[src/rtl/zeta_stream_reader.sv]
// ---------------------------------------------------------------------------
// zeta_stream_reader
//
// Walks the packed twiddle-factor ROM (32 words x four 12-bit zetas) and
// streams one twiddle per cycle to the butterfly datapath. Forward passes
// run addr 0->31 / lane 0->3. Inverse passes run addr 31->0 / lane 3->0 and
// emit (Q - zeta) mod Q.
//
// The ROM has one cycle of read latency. Two word registers hide it:
// cur (being emitted) and nxt (prefetched).
//
// Ports
//   clk, rst_n           clock, asynchronous active-low reset
//   start, inv           start a 128-twiddle pass; inv latched with start
//   flush                synchronous abort, highest priority after rst_n
//   rom_addr, rom_data   registered ROM address / read data (next cycle)
//   tw_data, tw_idx      twiddle value and its table position
//   tw_last              final twiddle of the pass
//   tw_valid, tw_ready   valid/ready handshake towards the consumer
//   busy                 pass in progress
//   done                 one-cycle pulse after the final handshake
// ---------------------------------------------------------------------------
module zeta_stream_reader #(
    parameter int DATA_WIDTH = 48,
    parameter int Q          = 3329
) (
    input  logic                  clk,
    input  logic                  rst_n,
    input  logic                  start,
    input  logic                  inv,
    input  logic                  flush,
    output logic [4:0]            rom_addr,
    input  logic [DATA_WIDTH-1:0] rom_data,
    output logic [11:0]           tw_data,
    output logic [6:0]            tw_idx,
    output logic                  tw_last,
    output logic                  tw_valid,
    input  logic                  tw_ready,
    output logic                  busy,
    output logic                  done
);

    localparam int         LANE_W = 12;
    localparam logic [11:0] Q12   = 12'(Q);

    typedef enum logic [1:0] {
        S_IDLE,
        S_FILL,
        S_STREAM
    } state_t;

    state_t                state_q, state_d;
    logic                  inv_q, inv_d;
    logic [4:0]            rom_addr_q, rom_addr_d;
    logic [4:0]            next_addr_q, next_addr_d;     // address of the next prefetch
    logic [5:0]            words_left_q, words_left_d;   // words not yet requested
    logic                  req_q, req_d;                 // address presented this cycle
    logic                  rsp_q, rsp_d;                 // rom_data valid this cycle
    logic [DATA_WIDTH-1:0] cur_q, cur_d;
    logic [DATA_WIDTH-1:0] nxt_q, nxt_d;
    logic                  cur_full_q, cur_full_d;
    logic                  nxt_full_q, nxt_full_d;
    logic [4:0]            cur_addr_q, cur_addr_d;
    logic [4:0]            nxt_addr_q, nxt_addr_d;
    logic [1:0]            lane_q, lane_d;               // physical lane of cur being emitted
    logic                  done_q, done_d;

    logic                  valid_w;
    logic                  hs_w;
    logic                  final_lane_w;
    logic                  last_w;
    logic [1:0]            first_lane_w;
    logic [LANE_W-1:0]     zeta_w;

    // Lane k sits at rom_data[47-12k -: 12].
    always_comb begin
        // NOTE: every always_comb output gets a default before any branch,
        // otherwise a path that skips the assignment infers a latch.
        zeta_w = '0;
        case (lane_q)
            2'd0:    zeta_w = cur_q[DATA_WIDTH-1            -: LANE_W];
            2'd1:    zeta_w = cur_q[DATA_WIDTH-1-LANE_W     -: LANE_W];
            2'd2:    zeta_w = cur_q[DATA_WIDTH-1-2*LANE_W   -: LANE_W];
            default: zeta_w = cur_q[DATA_WIDTH-1-3*LANE_W   -: LANE_W];
        endcase
    end

    assign valid_w      = (state_q == S_STREAM) && cur_full_q;
    assign hs_w         = valid_w && tw_ready;
    assign first_lane_w = inv_q ? 2'd3 : 2'd0;
    assign final_lane_w = inv_q ? (lane_q == 2'd0) : (lane_q == 2'd3);
    assign last_w       = valid_w && final_lane_w &&
                          (inv_q ? (cur_addr_q == 5'd0) : (cur_addr_q == 5'd31));

    assign rom_addr = rom_addr_q;
    assign tw_data  = (inv_q && zeta_w != '0) ? (Q12 - zeta_w) : zeta_w;
    assign tw_idx   = {cur_addr_q, lane_q};
    assign tw_last  = last_w;
    assign tw_valid = valid_w;
    assign busy     = (state_q != S_IDLE);
    assign done     = done_q;

    always_comb begin
        state_d      = state_q;
        inv_d        = inv_q;
        rom_addr_d   = rom_addr_q;
        next_addr_d  = next_addr_q;
        words_left_d = words_left_q;
        req_d        = 1'b0;
        rsp_d        = 1'b0;
        cur_d        = cur_q;
        nxt_d        = nxt_q;
        cur_full_d   = cur_full_q;
        nxt_full_d   = nxt_full_q;
        cur_addr_d   = cur_addr_q;
        nxt_addr_d   = nxt_addr_q;
        lane_d       = lane_q;
        done_d       = 1'b0;

        case (state_q)
            S_IDLE: begin
                if (start) begin
                    inv_d        = inv;
                    rom_addr_d   = inv ? 5'd31 : 5'd0;
                    next_addr_d  = inv ? 5'd30 : 5'd1;
                    words_left_d = 6'd31;
                    req_d        = 1'b1;
                    state_d      = S_FILL;
                end
            end

            default: begin
                rsp_d = req_q;

                // Consumer side: step through lanes, release cur after its final lane.
                if (hs_w) begin
                    if (final_lane_w) begin
                        cur_full_d = 1'b0;
                    end else begin
                        lane_d = inv_q ? lane_q - 2'd1 : lane_q + 2'd1;
                    end
                end
                if (hs_w && final_lane_w && nxt_full_q) begin
                    cur_d      = nxt_q;
                    cur_addr_d = nxt_addr_q;
                    cur_full_d = 1'b1;
                    nxt_full_d = 1'b0;
                    lane_d     = first_lane_w;
                end

                // ROM response: fill cur if it is free, otherwise nxt. During a
                // response cycle rom_addr_q still holds the responding address
                // because only one read is ever in flight.
                if (rsp_q) begin
                    if (!cur_full_d) begin
                        cur_d      = rom_data;
                        cur_addr_d = rom_addr_q;
                        cur_full_d = 1'b1;
                        lane_d     = first_lane_w;
                    end else begin
                        nxt_d      = rom_data;
                        nxt_addr_d = rom_addr_q;
                        nxt_full_d = 1'b1;
                    end
                end

                // Prefetch once a slot will be free and nothing is in flight.
                if (!req_q && words_left_q != 6'd0 && !(cur_full_d && nxt_full_d)) begin
                    rom_addr_d   = next_addr_q;
                    next_addr_d  = inv_q ? next_addr_q - 5'd1 : next_addr_q + 5'd1;
                    words_left_d = words_left_q - 6'd1;
                    req_d        = 1'b1;
                end

                if (state_q == S_FILL && rsp_q) begin
                    state_d = S_STREAM;
                end

                if (hs_w && last_w) begin
                    state_d    = S_IDLE;
                    done_d     = 1'b1;
                    cur_full_d = 1'b0;
                    nxt_full_d = 1'b0;
                    req_d      = 1'b0;
                    rsp_d      = 1'b0;
                end
            end
        endcase

        if (flush) begin
            state_d    = S_IDLE;
            cur_full_d = 1'b0;
            nxt_full_d = 1'b0;
            req_d      = 1'b0;
            rsp_d      = 1'b0;
            done_d     = 1'b0;
        end
    end

    // NOTE: sequential state uses non-blocking assignments only, so every
    // flop samples the pre-edge value of every other flop.
    always_ff @(posedge clk or negedge rst_n) begin
        if (!rst_n) begin
            // NOTE: the word registers are reset too, not just the flags:
            // tw_data and tw_idx are decoded from them and must read 0 in reset.
            state_q      <= S_IDLE;
            inv_q        <= 1'b0;
            rom_addr_q   <= '0;
            next_addr_q  <= '0;
            words_left_q <= '0;
            req_q        <= 1'b0;
            rsp_q        <= 1'b0;
            cur_q        <= '0;
            nxt_q        <= '0;
            cur_full_q   <= 1'b0;
            nxt_full_q   <= 1'b0;
            cur_addr_q   <= '0;
            nxt_addr_q   <= '0;
            lane_q       <= '0;
            done_q       <= 1'b0;
        end else begin
            state_q      <= state_d;
            inv_q        <= inv_d;
            rom_addr_q   <= rom_addr_d;
            next_addr_q  <= next_addr_d;
            words_left_q <= words_left_d;
            req_q        <= req_d;
            rsp_q        <= rsp_d;
            cur_q        <= cur_d;
            nxt_q        <= nxt_d;
            cur_full_q   <= cur_full_d;
            nxt_full_q   <= nxt_full_d;
            cur_addr_q   <= cur_addr_d;
            nxt_addr_q   <= nxt_addr_d;
            lane_q       <= lane_d;
            done_q       <= done_d;
        end
    end

endmodule
[config.mk]
export PLATFORM = sky130hd
export DESIGN_NAME = zeta_stream_reader
export DESIGN_NICKNAME = d
export VERILOG_FILES = /design/src/rtl/zeta_stream_reader.sv
export SDC_FILE = /design/constraint.sdc
export NUM_CORES = 1
export LEC_CHECK = 0
export CAP_MARGIN = 20
export CORE_ASPECT_RATIO = 2
export CORE_MARGIN = 1.5
export CORE_UTILIZATION = 50
export CTS_BUF_LIST = sky130_fd_sc_hd__clkbuf_8
export CTS_CLUSTER_SIZE = 8
export DETAILED_ROUTE_END_ITERATION = 8
export GPL_TIMING_DRIVEN = 0
export PLACE_DENSITY = 0.73
export SLEW_MARGIN = 5
export SYNTH_ARGS = -nofsm -noshare
export SYNTH_HDL_FRONTEND = slang
export SYNTH_SLANG_ARGS = --single-unit
export TNS_END_PERCENT = 50
[constraint.sdc]
create_clock -name clk -period 5.1 [get_ports clk]
set_clock_uncertainty 0.2 [all_clocks]
set_input_delay 1.53 -clock clk [delete_from_list [all_inputs] [get_ports clk]]
set_output_delay 1.53 -clock clk [all_outputs]
set_load 0.1 [all_outputs]
Yosys cells after proc, flatten, opt, wreduce, memory -nomap -nowiden
Cells that the tools add are included.
{"block": "totals", "input_bits": 54, "output_inout_bits": 28, "mem_bits_ro": 0, "mem_count": 0, "wordCells": 118, "regBits": 132, "latch_bits": 0, "ram_bits": 0}
{"block": "op_classes", "add_sub_neg": 6, "n_eq_ne": 9, "n_div": 0, "n_mul": 0, "shift": 0, "bitwise_logic": 1, "n_reduce_logical": 26, "n_mux": 61, "n_lt_le_gt_ge": 0}
{"cell": "48-bit 2-to-1 mux", "count": 3}
{"cell": "5-bit 2-to-1 mux", "count": 12}
{"cell": "12-bit one-hot mux with 3 select lines", "count": 1}
{"cell": "1-bit 2-to-1 mux", "count": 29}
{"cell": "2-bit 2-to-1 mux", "count": 12}
{"cell": "6-bit 2-to-1 mux", "count": 3}
{"cell": "1-bit logical AND", "count": 12}
{"cell": "12-bit 2-to-1 mux", "count": 1}
{"cell": "12-bit nonzero test", "count": 1}
{"cell": "12-bit subtractor, first input constant", "count": 1}
{"cell": "2-bit == test, second input constant", "count": 3}
{"cell": "2-bit AND reduction", "count": 3}
{"cell": "6-bit nonzero test", "count": 1}
{"cell": "6-bit by 1-bit subtractor with 6-bit output, second input constant", "count": 1}
{"cell": "5-bit by 1-bit adder with 5-bit output, second input constant", "count": 1}
{"cell": "5-bit == test, second input constant", "count": 1}
{"cell": "5-bit zero test", "count": 1}
{"cell": "5-bit by 1-bit subtractor with 5-bit output, second input constant", "count": 1}
{"cell": "2-bit by 1-bit == test with 1-bit output, second input constant", "count": 2}
{"cell": "2-bit zero test", "count": 2}
{"cell": "2-bit inequality test, second input constant", "count": 2}
{"cell": "2-bit nonzero test", "count": 2}
{"cell": "4-bit nonzero test", "count": 1}
{"cell": "3-bit inequality test, second input constant", "count": 1}
{"cell": "5 further kinds", "count": 6}

Depth between registers and ports, before layout
Gate-level depths: netlist (run 1).
{"block": "depth", "depth_word": 17, "ltp_mapped": 10, "ltp_nobuf": 9}

Worst setup path before layout (run 1)
Ideal clock, no wire load.
{"block": "synth_timing", "path_type": "reg2out", "startpoint": "register lane_q[1]", "endpoint": "output port tw_data[9]", "stages_incl_launch_ff": 10, "path_buffers": 1, "arrival_ns": 5.474, "t_required_ns": 3.370, "path_slack_ns": -2.104, "path_cell_list": "dfrtp_1 > ha_1 > buf_2 > a21oi_1 > a22oi_1 > inv_1 > ha_1 > nand3b_1 > nand3_1 > xnor2_1"}
{"block": "synth_via", "elab_chain_cells": 5, "word_cells_on_any_way": 8, "classes_between": "add/sub (1); eq/ne (2); mux (2); reduce/logical (3)"}
{"item": "start: declaration", "line": "65", "rtl": "logic [1:0] lane_q, lane_d;"}
{"item": "start signal: assignment", "line": "235", "rtl": "lane_q <= lane_d;"}
{"item": "2-bit == test (tied with other cells)", "line": "80", "rtl": "case (lane_q)"}
{"item": "12-bit one-hot mux with 3 select lines (*)", "line": "80"}
{"item": "branches (longest 2 deep; another with 12-bit subtractor)"}
{"item": "12-bit 2-to-1 mux (*)", "line": "96", "rtl": "assign tw_data = (inv_q && zeta_w != '0) ? (Q12 - zeta_w) : zeta_w;"}
{"item": "end: declaration", "line": "34", "rtl": "output logic [11:0] tw_data,"}
Every way passes the cells marked *.

Final worst setup path (run 1)
{"block": "layout_timing", "startpoint": "register lane_q[0]", "endpoint": "output port tw_data[11]"}
Same word-level chain as after synthesis.

==> results of run 1 <==
-- worst register-to-register path: cells and delay by family (launching register included) --
family                     cells  cell delay [ns]
muxes                          1             0.31
and+or+nand+nor                2             0.61
buffers and inverters          1             0.43
AOI/OAI and AO/OA              2             0.44
adders and majority gates      1             0.32
DFF                            1             0.52
-- synth_stat cells, types with 2 or more instances --
master,count,share of area [%]
o21ai_1,2,0.16
xnor2_1,9,1.2
nand3b_1,2,0.24
nor3_1,6,0.47
o221a_2,7,1.2
nand3_1,4,0.32
a222oi_1,7,1.1
clkbuf_1,18,1.1
and4_1,2,0.28
mux2i_1,5,0.79
or2_2,2,0.20
a21o_1,3,0.36
and3_1,2,0.20
a21oi_1,25,2.0
a2bb2oi_1,56,7.7
o211a_1,2,0.32
nor2b_1,7,0.69
o21a_1,2,0.24
buf_1,2,0.12
nor2_1,6,0.36
dfrtp_1,132,52
nand2b_1,2,0.20
ha_1,12,2.4
o21ai_0,5,0.39
inv_1,17,1.0
a31oi_1,3,0.30
a22oi_1,7,0.83
buf_2,17,1.3
mux2_2,55,9.8
o22ai_1,53,5.2
xor2_1,2,0.28
nand2_1,22,1.3
-- routing by layer --
layer | GRT usage [%] | routed length (µm)
met1 | 31.42 | 6430
met2 | 48.56 | 9370
met3 | 5.169 | 750
met4 | 13.33 | 834
met5 | 0 | 0
-- layout make-up --
class	instances	area, µm²
fill	1028	4463
sequential	132	3311
multi-input combinational	343	2998
timing repair buffer	84	843.3
clock buffer	20	275.3
tap	150	187.7
buffer	39	181.4
clock inverter	12	152.6
inverter	18	70.07
-- through the flow --
stage               hold WS, ns  cell area, µm²
finish                   0.2914            8019
global placement         0.2763            7515
global route             0.3171            8019
detailed placement       0.2750            7543
CTS                      0.2866            7994
floorplan                0.2482            6516
-- report_power, final --
| group | internal [mW] | switching [mW] |
|---|---|---|
| clock network | 0.522 | 0.431 |
| registers | 1.28 | 0.223 |
| logic | 0.890 | 1.84 |
| total | 2.69 | 2.49 |
-- state kept, by name, indices dropped and copies added, names as in the netlist --
signal and flops:
cur_q 48, nxt_q 48, words_left_q 6, cur_addr_q 5
next_addr_q 5, nxt_addr_q 5, rom_addr 5, lane_q 2
state_q 2, cur_full_q 1, done 1, inv_q 1
nxt_full_q 1, req_q 1, rsp_q 1
-- worst max path at each step --
stage               from           to  slack, ns  cells past startpoint
6_report       lane_q[0]  tw_data[11]       0.09                     10
2_1_floorplan  lane_q[0]   tw_data[4]       -0.1                      8
4_1_cts        lane_q[0]  tw_data[11]      -0.08                      9
3_5_place_dp   lane_q[0]  tw_data[10]      -0.52                      9
3_3_place_gp       rst_n    lane_q[0]      -3.45                      1
5_1_grt        lane_q[0]  tw_data[11]      -0.14                     10
-- cell families after synthesis --
group / Yosys count
fa+ha+maj: 13
buf+inv: 57
compound gates: 186
xor+xnor: 11
simple gates: 73
flops: 132
mux: 60
-- timing repair --
action                     4_1_cts  5_1_grt
setup endpoints to repair       11       11
buffers inserted                 1        1
hold buffers                     0        0
pin swaps                        1        1
gates resized for setup         63       14
==> flow_summary.toml, run 1 <==
[run_status]
run_status = "finished clean"

[routing]
firstDrtPassIters = 5
vias = 4981
drc_errors = 0
wl_mm = 17.39
drt_iter0_drc = 270
ant_nets = 0
avgRoutedWirePerCell_um = 21.79
viasPerCell = 6.242

[timing]
drv_slew = 0
setup_violations = 0
fin_ws_ns = 0.09280
worst_pin_slew_ns = 0.9872
hold_viol_final = 0
min_period_over_period_pct = 98.18
fin_tns_setup_ns = 0
fin_crit_ns = 5.007
clock.fmax_mhz = 199.7
maxSlewHeadroom_pct = 33.98

[finish]
post-route-util_pct = 64.24
finalNonFillerCells = 798
nets = 702
layout_common_cells = "130 x dfrtp_1, 68 x clkdlybuf4s50_1, 55 x mux2_2"
drive_gt1_share_pct = 26.70
area_growth_pct = 26.49
layout_commonest_cell = "dfrtp_1"
insertedDiodeCount = 0

[worst_setup_path]
cp_slowest_cell = "dfrtp_4"
crit_chain = "ha_1 > buf_4 > a222oi_1 > a21oi_2 > nor4_4 > buf_4 > nand3b_1 > o21ai_2 > mux2i_4 > buf_6"
max_stage_delay_ns = 0.52
crit_buf_inv = 3
rr_worst_depth = 7
crit_type = "reg2out"
critPathArrivalTime_ns = 3.28
r2r_slack_ns = 2.14
cp-end-kind = "output pin"
timing.rr.end = "nxt_q[44]"
crit_top_cell = "buf_4"
cp_max_fo = 10
cp_top_family = "compound AO/OA/AOI/OAI gates"
cp.required_ns = 3.37
cp-start-kind = "flop"
r2r-start = "lane_q[0]"

[yosys]
synthArstFlopShare_pct = 100.0
synth_edf_count = 0
synth_adder_area_share_pct = 2.684
synthesis.nets = 599
synthSimpleGateAreaFrac_pct = 7.223
syn_inst = 532
syn_area_per_cell_um2 = 11.92
synthesis.area_mm2 = 0.006340
ys_types = 68
synth_flop_cell = "dfrtp_1"
synth_top_family_by_area = "compound AO/OA/AOI/OAI gates"
yosysSeqAreaShare_pct = 52.10
ys_ff_latch = 132
synthMuxAreaShare_pct = 10.56
synth_warnings = 0
synth_compound_area_share_pct = 22.02
synth-xor-area-share_pct = 1.520

[grt]
grt_pass1_wl_mm = 27.26
grt_max_degree = 74
grt_antenna_before_repair = 0
first_global_vias = 5185
grtUsageTotal_pct = 27.78
overflow = 0

[clock_tree]
clock_latency_ns = 0.45
cts_tree = "built"
cts.sinks = 132
htree_levels = 4
cts_buffers = 17
clk_pin_slew_ns = 0.08
cts-root-buf = "clkbuf_8"
clock_path_buffers = 2

[min_path]
hold_depth = 1
hp-class = "reg2reg"
min_to = "words_left_q[5]"
hp-start = "words_left_q[5]"

[place]
io_buffers = 81
hpwl_mm = 12.86
dp_slack_ns = -0.5218
dp.cells = 764
place_congestion = 0.9173

[power_and_ir_drop]
p_leak_nw = 3.601
p_total_mw = 5.176
ir_worst_vdd_uv = 824.3
powerDensity_mw_per_mm2 = 645.5

[floorplanning]
ios = 82
rows = 58
chipWidth_um = 82.63
coreArea_mm2 = 0.01248
dieArea_mm2 = 0.01341
die_y_um = 162.2
start_util_pct = 50.79

[job]
cap_violations = 0
No activity file was read; power rests on OpenSTA's default activity.
==> run 2: changes to the inputs <==
--- a/config.mk
+++ b/config.mk
@@ -5,7 +5,6 @@
 export SDC_FILE = /design/constraint.sdc
 export NUM_CORES = 1
 export LEC_CHECK = 0
-export CAP_MARGIN = 20
 export CORE_ASPECT_RATIO = 2
 export CORE_MARGIN = 1.5
 export CORE_UTILIZATION = 50
==> results of run 2 <==
Final layout, timing and power as in run 1 (identical DEF).
==> run 3: changes to the inputs <==
==> constraint.sdc (replaced) <==
create_clock -name clk -period 5.55 [get_ports clk]
set_clock_uncertainty 0.2 [all_clocks]
set_input_delay 1.665 -clock clk [delete_from_list [all_inputs] [get_ports clk]]
set_output_delay 1.665 -clock clk [all_outputs]
set_load 0.1 [all_outputs]
==> flow_summary.toml, run 3 (synthesis results as in run 1) <==
[power_and_ir_drop]
power_frac_seq_pct = 29.6
clockPowerShare_pct = 19.0
powerDensity_mw_per_mm2 = 584.9
switching_share_pct = 47.96
p_sw_mw = 2.222
internal_power_mw = 2.411
ir_worst_vdd_uv = 778.1
p_leak_nw = 3.576
combPwrFrac_pct = 51.4

[routing]
firstDrtPassIters = 5
vias = 4892
drc_errors = 0
avgRoutedWirePerCell_um = 21.68
ant_nets = 0
wl_mm = 17.23
drt_iter0_drc = 308
viasPerCell = 6.153

[finish]
register_area_mm2 = 0.003306
design_area_mm2 = 0.007921
nets = 700
layout_common_cells = "130 x dfrtp_1, 69 x clkdlybuf4s50_1, 55 x a2bb2oi_1, 55 x mux2_2, 53 x o22ai_1"
multi_input_area_mm2 = 0.002940
drive_gt1_share_pct = 24.03
fillers = 1033
insertedDiodeCount = 0
top_regs = "cur_q x48, nxt_q x48, words_left_q x6"
area_growth_pct = 24.95
finalNonFillerCells = 795
layout_commonest_cell = "dfrtp_1"
post-route-util_pct = 63.46

[floorplanning]
die_y_um = 162.2
chipWidth_um = 82.63
dieArea_mm2 = 0.01341
coreArea_mm2 = 0.01248
ios = 82
start_util_pct = 50.79
rows = 58

[grt]
grt_max_degree = 74
first_global_vias = 5224
grt_pass1_wl_mm = 27.26
grtUsageTotal_pct = 27.64
overflow = 0
grt_antenna_before_repair = 0

[worst_setup_path]
max_stage_delay_ns = 0.43
cp-end-kind = "output pin"
critPathArrivalTime_ns = 3.49
cp_top_family = "simple AND/OR/NAND/NOR gates"
crit_type = "reg2out"
crit_buf_inv = 3
cp_max_fo = 10
cp-start-kind = "flop"
cp_slowest_cell = "dfrtp_2"
cp.required_ns = 3.69
crit_chain = "inv_1 > ha_1 > buf_6 > a222oi_1 > a21oi_1 > nor4b_4 > nand4_4 > nand2_1 > xnor2_4 > clkbuf_4"

[place]
place_area_mm2 = 0.007513
dp_slack_ns = -0.1700
io_buffers = 81
hpwl_mm = 12.85
place_congestion = 0.9194
dp.cells = 764

[timing]
setup_violations = 0
rsz0062_at_grt = "no"
clock.fmax_mhz = 186.7
hold_viol_final = 0
fin_crit_ns = 5.356
worst_pin_slew_ns = 0.9885
fin_ws_ns = 0.1939
whs_ns = 0.2995
drv_slew = 0
min_period_over_period_pct = 96.51
maxSlewHeadroom_pct = 33.89

[clock_tree]
htree_levels = 4
cts_tree = "built"
clock_path_buffers = 2
cts_hold_buf = 0
cts_buffers = 17
cts-root-buf = "clkbuf_8"
clock_latency_ns = 0.44
cts.sinks = 132
clk_pin_slew_ns = 0.08

[job]
cap_violations = 0

[min_path]
hp-class = "reg2reg"

[run_status]
run_status = "finished clean"
==> run 3: cell count changes in the layout (fill, tap and decap cells not counted), moves of 3 or more <==
cell,delta
inv_1,+3
a21oi_1,+7
clkinvlp_4,-3
a21oi_2,-7
clkinv_4,+4
buf_6,-4
clkbuf_2,+4
buf_4,-4
==> run 3: timing repair <==
| action | in CTS | in global routing |
|---|---|---|
| hold endpoints to repair | 0 | 0 |
| setup endpoints to repair | 11 | 11 |
| buffers inserted | 0 | 0 |
| gates resized for setup | 33 | 18 |
==> run 3: worst paths after layout <==
path / startpoint / endpoint / slack, ns / cells after the start
worst max-delay path: lane_q[0] / tw_data[0] / 0.19 / 10
worst min-delay path: words_left_q[5] / words_left_q[5] / 0.30 / 1
worst max register to register: lane_q[0] / nxt_q[43] / 2.54 / 8
worst min register to register: words_left_q[5] / words_left_q[5] / 0.30 / 1
max in group asynchronous: rst_n / nxt_q[37] / 3.41 / 2
min in group asynchronous: rst_n / words_left_q[5] / 0.98 / 1
==> run 3: metal layers <==
metal | share of wire [%] | GRT usage, % | up-vias
li1 | - | - | 2249
met1 | 37 | 30.26 | 2462
met2 | 55 | 48.71 | 145
met3 | 3.7 | 5.899 | 36
met4 | 4.0 | 13.48 | 0
met5 | 0 | 0 | -
==> run 3: stage by stage <==
step / total power [mW] / TNS [ns]
floorplan: 3.247 / 0
global placement: 3.768 / -298.44
detailed placement: 3.805 / -0.6808
CTS: 4.627 / -0.1982
global route: 4.829 / 0
finish: 4.633 / 0
==> run 3: area by class of cell <==
type                       instances  area share (%)
sequential                       132           41.73
buffer                            39           2.259
inverter                          18          0.8529
timing repair buffer              82           10.20
multi-input combinational        343           37.12
tap                              150           2.369
clock buffer                      18           3.127
clock inverter                    13           2.338
==> run 3: worst reg2reg max path, stage by stage (launching register included) <==
cell and delay [ns]:
dfrtp_2 0.45, inv_1 0.14, ha_1 0.32, nand2_1 0.10, a32oi_1 0.28, o21a_1 0.17
nand3_1 0.48, buf_2 0.44, mux2_2 0.31
==> run 3: power groups by stage <==
stage / Combinational [mW] / Sequential, mW / Clock, mW
6_report: 2.38 / 1.37 / 0.880
5_1_grt: 2.51 / 1.39 / 0.935
4_1_cts: 2.37 / 1.37 / 0.888
3_5_place_dp: 2.42 / 1.38 / 0
3_3_place_gp: 2.39 / 1.38 / 0
2_1_floorplan: 1.70 / 1.55 / 0
